**src/rtl/nibble_serial_adder_pkg.sv**
```systemverilog
// Shared types and constants for the nibble-serial adder.
package nibble_serial_adder_pkg;

  localparam int NIBBLE = 4;

  typedef enum logic [1:0] {
    IDLE = 2'd0,
    RUN  = 2'd1,
    DONE = 2'd2
  } state_t;

  // Nibble counter width; never below one bit so the counter always exists.
  function automatic int cnt_width(input int width);
    int n;
    n = width / NIBBLE;
    return (n <= 2) ? 1 : $clog2(n);
  endfunction

endpackage

```
**src/rtl/nibble_serial_adder_ripcar.sv**
```systemverilog
// Combinational 4-bit ripple-carry adder stage shared by all nibbles.
module ripcar_adder_4bit
  import nibble_serial_adder_pkg::*;
(
  input  logic [NIBBLE-1:0] a,
  input  logic [NIBBLE-1:0] b,
  input  logic              ci,
  output logic [NIBBLE-1:0] s,
  output logic              co
);

  logic [NIBBLE:0] c;

  assign c[0] = ci;

  for (genvar i = 0; i < NIBBLE; i++) begin : g_fa
    assign s[i]   = a[i] ^ b[i] ^ c[i];
    assign c[i+1] = (a[i] & b[i]) | (c[i] & (a[i] ^ b[i]));
  end

  assign co = c[NIBBLE];

endmodule

```
**src/rtl/nibble_serial_adder.sv**
```systemverilog
// WIDTH-bit adder sequencing one 4-bit ripple stage over N nibbles, LSB first.
// Optional subtract mode (sub port) is compiled in with SUBTRACT_EN.
module nibble_serial_adder
  import nibble_serial_adder_pkg::*;
#(
  parameter int WIDTH = 16
) (
  input  logic             clk,
  input  logic             rst_n,
  input  logic             start,
  input  logic [WIDTH-1:0] a,
  input  logic [WIDTH-1:0] b,
  input  logic             carry_in,
`ifdef SUBTRACT_EN
  input  logic             sub,
`endif
  output logic             busy,
  output logic             done,
  output logic [WIDTH-1:0] sum,
  output logic             carry_out
);

  localparam int N  = WIDTH / NIBBLE;
  localparam int CW = cnt_width(WIDTH);
  localparam logic [CW-1:0] LAST = CW'(N - 1);

  if ((WIDTH % NIBBLE) != 0 || WIDTH < 2 * NIBBLE) begin : g_width_chk
    $error("nibble_serial_adder: WIDTH must be a multiple of 4 and at least 8");
  end

  typedef struct packed {
    logic [WIDTH-1:0] a;
    logic [WIDTH-1:0] b;
  } op_t;

  state_t            state, state_nxt;
  op_t               op_q;
  logic [CW-1:0]     cnt;
  logic              c_reg;
  logic              accept;
  logic              last;
  logic [WIDTH-1:0]  b_lat;
  logic              c_lat;
  logic [NIBBLE-1:0] nib_a, nib_b, nib_s;
  logic              nib_co;

  // Subtract is a + ~b + 1, folded into the operand/carry latch.
  always_comb begin
    b_lat = b;
    c_lat = carry_in;
`ifdef SUBTRACT_EN
    if (sub) begin
      b_lat = ~b;
      c_lat = 1'b1;
    end
`endif
  end

  assign nib_a = op_q.a[cnt*NIBBLE +: NIBBLE];
  assign nib_b = op_q.b[cnt*NIBBLE +: NIBBLE];
  assign last  = (cnt == LAST);

  ripcar_adder_4bit u_stage (
    .a  (nib_a),
    .b  (nib_b),
    .ci (c_reg),
    .s  (nib_s),
    .co (nib_co)
  );

  always_comb begin
    state_nxt = state;
    accept    = 1'b0;
    busy      = 1'b0;
    done      = 1'b0;
    case (state)
      IDLE: begin
        if (start) begin
          accept    = 1'b1;
          state_nxt = RUN;
        end
      end
      RUN: begin
        busy = 1'b1;
        if (last) state_nxt = DONE;
      end
      DONE: begin
        done = 1'b1;
        // A new request in the done cycle starts immediately.
        if (start) begin
          accept    = 1'b1;
          state_nxt = RUN;
        end else begin
          state_nxt = IDLE;
        end
      end
      default: state_nxt = IDLE;
    endcase
  end

  always_ff @(posedge clk) begin
    if (!rst_n) begin
      state     <= IDLE;
      op_q      <= '0;
      cnt       <= '0;
      c_reg     <= 1'b0;
      sum       <= '0;
      carry_out <= 1'b0;
    end else begin
      state <= state_nxt;
      if (accept) begin
        op_q.a <= a;
        op_q.b <= b_lat;
        c_reg  <= c_lat;
        cnt    <= '0;
      end else if (state == RUN) begin
        sum[cnt*NIBBLE +: NIBBLE] <= nib_s;
        c_reg <= nib_co;
        cnt   <= cnt + 1'b1;
        if (last) carry_out <= nib_co;
      end
    end
  end

endmodule
```
**config.mk**
```make
export PLATFORM = sky130hd
export DESIGN_NAME = nibble_serial_adder
export DESIGN_NICKNAME = d
export VERILOG_FILES = /design/src/rtl/nibble_serial_adder_pkg.sv /design/src/rtl/nibble_serial_adder_ripcar.sv /design/src/rtl/nibble_serial_adder.sv
export SDC_FILE = /design/constraint.sdc
export NUM_CORES = 1
export LEC_CHECK = 0
export BUFFER_PORTS_ARGS = -buffer_cell sky130_fd_sc_hd__buf_2
export CAP_MARGIN = 10
export CORE_MARGIN = 4
export CORE_UTILIZATION = 25
export CTS_BUF_LIST = sky130_fd_sc_hd__clkbuf_4 sky130_fd_sc_hd__clkbuf_8
export DETAILED_ROUTE_END_ITERATION = 8
export PLACE_DENSITY = 0.46
export SETUP_SLACK_MARGIN = 0.1
export SLEW_MARGIN = 20
export SYNTH_ARGS = -nofsm -noshare
export SYNTH_HDL_FRONTEND = slang
export SYNTH_HIERARCHICAL = 1
export SYNTH_SLANG_ARGS = --single-unit
```
**constraint.sdc**
```tcl
create_clock -name clk -period 4.8 [get_ports clk]
set_clock_uncertainty 0.1 [all_clocks]
set_input_delay 0.72 -clock clk [delete_from_list [all_inputs] [get_ports clk]]
set_output_delay 0.72 -clock clk [all_outputs]
set_load 0.1 [all_outputs]
```
# ---- After elaboration in Yosys (flattened, before gate mapping)
# Index checks and enable logic that the tools add are counted.
dict set report word_totals {
  regBits 54
  inputBits 36
  out_inout_bits 19
}
dict set report op_classes {
  add_sub_neg 2
  n_eq_ne 5
  shift 4
  muxes 11
  n_bitwise 22
  reduce_logical 7
}
# cell n
set op_table {}
lappend op_table {{negator 4 -> 34 bit} 1}
lappend op_table {{variable shift 4 x 34 -> 16 bit (first input constant)} 1}
lappend op_table {{variable part select 4 x 34 -> 16 bit} 1}
lappend op_table {{variable part select 16 x 5 -> 4 bit} 2}
lappend op_table {{bitwise mux 16 bit} 1}
lappend op_table {{bitwise AND 1 bit} 8}
lappend op_table {{XOR 1 bit} 8}
lappend op_table {{two-way mux 1 bit} 7}
lappend op_table {{one-hot mux 2 bit (3 select lines)} 1}
lappend op_table {{equality test 2 bit (second input constant)} 2}
lappend op_table {{two-way mux 2 bit} 2}
lappend op_table {{inequality test 2 bit (second input constant)} 2}
lappend op_table {{bitwise OR 1 bit} 4}
lappend op_table {{AND reduction 2 bit} 2}
lappend op_table {{OR reduction 2 bit} 2}
lappend op_table {{AND reduction 3 bit} 1}
lappend op_table {{adder 2 x 1 -> 2 bit (second input constant)} 1}
lappend op_table {{equality test 2 x 1 -> 1 bit (second input constant)} 1}
lappend op_table {{zero test 2 bit} 1}
lappend op_table {{inverter 1 bit} 2}
lappend op_table {{nonzero test 2 bit} 1}

# ---- Depth between registers and ports, before layout
dict set report logic_depth {
  word_depth 12
  ltp_mapped 12
  depth_no_buf 11
}

# ---- By module
# The synthesis kept the hierarchy.
# mod n_inst cells_each area_each_um2
set modules_own_cells {}
lappend modules_own_cells {nibble_serial_adder 1 248 2328.5}
lappend modules_own_cells {ripcar_adder_4bit 1 14 117.6}

# ---- Least setup slack after synthesis
# No wires, ideal clock.
dict set report synth_timing {
  kind {register to register}
  startpoint {register cnt[0]}
  endpoint {register sum[15]}
  arrival_time_ns 2.792
  required_time_ns 4.625
  path_slack_ns 1.832
  path_stages_with_launch 12
  path_buffers 0
  period_less_slack_ns 2.968
  cell_sequence {dfxtp_1 mux4_1 fa_1 inv_1 fa_1 inv_1 fa_1 inv_1 fa_1 inv_1 nand2_1 o22ai_1}
}
dict set report synth_between {
  elab_chain_cells 11
  elab_cells_between_ends 23
}
# item line
set synth_lines {}
lappend synth_lines {{from (decl)} nibble_serial_adder.sv:38} ;# logic [CW-1:0] cnt;
lappend synth_lines {{from (signal assigned)} nibble_serial_adder.sv:119} ;# cnt <= cnt + 1'b1;
lappend synth_lines {{variable part select 16 x 5 -> 4 bit *} nibble_serial_adder.sv:60} ;# assign nib_b = op_q.b[cnt*NIBBLE +: NIBBLE];
lappend synth_lines {{named net nib_b[0]} nibble_serial_adder.sv:44} ;# logic [NIBBLE-1:0] nib_a, nib_b, nib_s;
lappend synth_lines {{XOR 1 bit} nibble_serial_adder_ripcar.sv:18} ;# assign c[i+1] = (a[i] & b[i]) | (c[i] & (a[i] ^ b[i]));
lappend synth_lines {{bitwise AND 1 bit} nibble_serial_adder_ripcar.sv:18}
lappend synth_lines {{bitwise OR 1 bit *} nibble_serial_adder_ripcar.sv:18}
lappend synth_lines {{bitwise AND 1 bit *} nibble_serial_adder_ripcar.sv:18}
lappend synth_lines {{bitwise OR 1 bit *} nibble_serial_adder_ripcar.sv:18}
lappend synth_lines {{bitwise AND 1 bit *} nibble_serial_adder_ripcar.sv:18}
lappend synth_lines {{bitwise OR 1 bit *} nibble_serial_adder_ripcar.sv:18}
lappend synth_lines {{XOR 1 bit *} nibble_serial_adder_ripcar.sv:17} ;# assign s[i] = a[i] ^ b[i] ^ c[i];
lappend synth_lines {{named net nib_s[3]} nibble_serial_adder.sv:44}
lappend synth_lines {{variable part select 4 x 34 -> 16 bit *} nibble_serial_adder.sv:117} ;# sum[cnt*NIBBLE +: NIBBLE] <= nib_s;
lappend synth_lines {{bitwise mux 16 bit *} nibble_serial_adder.sv:117}
lappend synth_lines {{to (signal, indexed assignment)} nibble_serial_adder.sv:117}
lappend synth_lines {{to (decl)} nibble_serial_adder.sv:19} ;# output logic [WIDTH-1:0] sum,
# The timed path passes the listed nets; every way through them passes the cells marked *.
# A chain may end at the register's enable or synchronous reset.

# ---- Worst setup path after layout
# Same ends and word-level chain as after synthesis.

==> results.json <==
{
  "cts_tree": "done",
  "worstHoldPathType": "register to register",
  "die_h_um": 107,
  "power_density_nw_per_um2": 307,
  "synth_top_area_share_pct": 44.2,
  "fin_setup_tns_ns": 0,
  "syn_to_final_growth_pct": 18.1,
  "fin_crit_sh_pct": 73.4,
  "top_regs": "op_q (32), sum (16)",
  "crit_arrival_ns": 3.66,
  "nets": 355,
  "max-cap-violations": 0,
  "setup_viol": 0,
  "finalHoldViolations": 0,
  "leakage_uw": 0.00125,
  "die-area_um2": 11400,
  "ys_warn_count": 6,
  "syn-num-nets": 308,
  "max_clock_freq_ghz": 0.284,
  "p_int_uw": 637,
  "grt_pass1_vias": 1868,
  "drtPass1Iterations": 4,
  "yosysSeqAreaShare_pct": 44.2,
  "cts_root_buf": "clkbuf_8",
  "peakVddDrop_uv": 115,
  "p_clk_share_pct": 30.8,
  "dr_total_vias": 1883,
  "grt_first_pass_wirelength_mm": 9.38,
  "wl_mm": 5.60,
  "drc_errors": 0,
  "antenna_found_initial": 0,
  "pwr-share-comb_pct": 14.8,
  "dp.cells": 431,
  "fill_cells": 1025,
  "end_kind": "register",
  "p_sw_share_pct": 28.1,
  "clock_sinks": 54,
  "worst-path-max-fanout": 11,
  "postSynthCellCount": 262,
  "slew_headroom_pct": 40.8,
  "coreArea_um2": 9370,
  "post_drt_wl_per_cell_um": 12.8,
  "numCtsBuffers": 5,
  "clock_latency_ns": 0.31,
  "critPathKind": "register to register",
  "port-buffer-count": 54,
  "routabilityCongestion": 0.725,
  "seq_power_share_pct": 54.4,
  "ys_ff_latch": 54,
  "drive_gt1_share_pct": 25.2,
  "worst_setup_path_start_kind": "register",
  "avgSynthCellArea_um2": 9.34,
  "top_register": "op_q",
  "syn_area_um2": 2450,
  "outcome": "completed",
  "synthDistinctLibCells": 28,
  "ctsHoldBuffers": 0,
  "gr-total-overflow": 0,
  "synth_area_leaders": "dfxtp_1 (44%), nand2_1 (13%), a21boi_1 (9.2%)",
  "cts_max_level": 2,
  "rows": 35,
  "synth_top_area_cell": "dfxtp_1",
  "clk_path_buf_depth": 2,
  "period_minus_slack_ns": 3.53,
  "power_switching_uw": 249,
  "detailed_place_hpwl_mm": 4.06,
  "post_cts_buffers": 0,
  "track_usage_pct": 10.3,
  "diodes": 0,
  "grt_max_degree": 58,
  "vias_per_cell": 4.29,
  "initial_utilization_pct": 26.1,
  "ant_nets": 0,
  "worstPathRequired_ns": 4.94,
  "largest_register_ffs": 32,
  "worst_pin_slew_ns": 0.889,
  "drt_iter0_markers": 70,
  "die_w_um": 107,
  "fin_cells": 439,
  "finalMaxSlewViolations": 0,
  "io_pins": 55,
  "rsz0062_at_grt": "no",
  "cts_resized": 0,
  "clkTransAtPathRegs_ns": 0.10
}
==> cell type report <==
class	count	area (µm²)	area share [%]
Multi-Input combinational cell	178	1210	41.7
Inverter	13	48.8	1.69
Clock inverter	2	16.3	0.563
Clock buffer	6	82.6	2.86
Sequential cell	54	1080	37.4
Timing Repair Buffer	57	293	10.1
Tap cell	129	161	5.59
==> stage by stage <==
step,hold WS (ns),util [%],setup slack [ns],instance area [µm²],total power (µW)
floorplan,0.330,-,1.83,2450,592
global placement,0.345,29.8,1.38,2790,625
detailed placement,0.345,29.8,1.28,2790,626
CTS,0.360,30.8,1.25,2890,900
global route,0.380,30.8,0.995,2890,934
finish,0.357,30.8,1.27,2890,886
==> path summary, 6_finish.rpt <==
path	from	end	slack, ns	cells after the start
setup / recovery	cnt[0]	sum[15]	1.27	12
hold reg to reg	op_q[31]	op_q[31]	0.36	2
hold / removal	op_q[31]	op_q[31]	0.36	2
setup reg to reg	cnt[0]	sum[15]	1.27	12
==> synthesized netlist by cell type (all sizes together) <==
library cell	count
buf	13
and3b	4
a21oi	2
and3	2
mux4	8
ha	6
dfxtp	54
clkbuf	4
fa	4
nand2b	1
mux2i	2
inv	13
nand4b	1
nand4	2
nand3	1
nor2b	4
o21a	1
xnor2	1
nor2	4
nand2	85
o21ai	1
a21boi	33
o22ai	16
==> power groups by stage <==
stage	registers (µW)	clock network (µW)	logic [µW]
floorplan	502	0	89.7
global placement	493	0	132
detailed placement	493	0	133
CTS	483	284	134
global route	485	300	148
finish	482	273	131
==> kinds of logic after synthesis <==
group           count (synthesis)  share of synthesized area (%)
buf+inv                        30                           6.60
fa+ha+maj                      10                           6.34
xor+xnor                        1                          0.358
compound gates                 53                           15.1
flops                          54                           44.2
mux                            10                           8.49
simple gates                  104                           18.9
==> placed cells by master (no fill, tap or decap), types with 2 or more instances in the layout <==
cell type and count:
dfxtp_1 54, nor2b_1 3, mux2i_1 2, nand2_1 85, a21boi_1 30, and3b_2 3
nand4_2 2, mux4_1 2, clkbuf_8 6, fa_1 4, buf_4 3, o22ai_1 16
mux4_2 6, nor2_1 4, a21oi_1 2, buf_2 54, and3_1 2, a21boi_0 3
ha_1 6, inv_1 13
==> layer usage <==
layer | wire length (µm) | vias to the layer above | GRT usage, %
met1 | 2810 | 874 | 13.6
met4 | 72 | 0 | 3.56
met2 | 2530 | 35 | 16.3
li1 | - | 969 | -
met5 | 0 | - | 0
met3 | 190 | 5 | 2.41
==> worst max-delay path: stages (launching register included) <==
cell	delay, ns
dfxtp_1	0.52
buf_4	0.28
mux4_1	0.61
fa_1	0.40
inv_1	0.08
fa_1	0.18
inv_1	0.06
fa_1	0.35
inv_1	0.07
fa_1	0.41
inv_1	0.06
nand2_1	0.11
o22ai_1	0.22
Power figures use the tool's default switching activity.
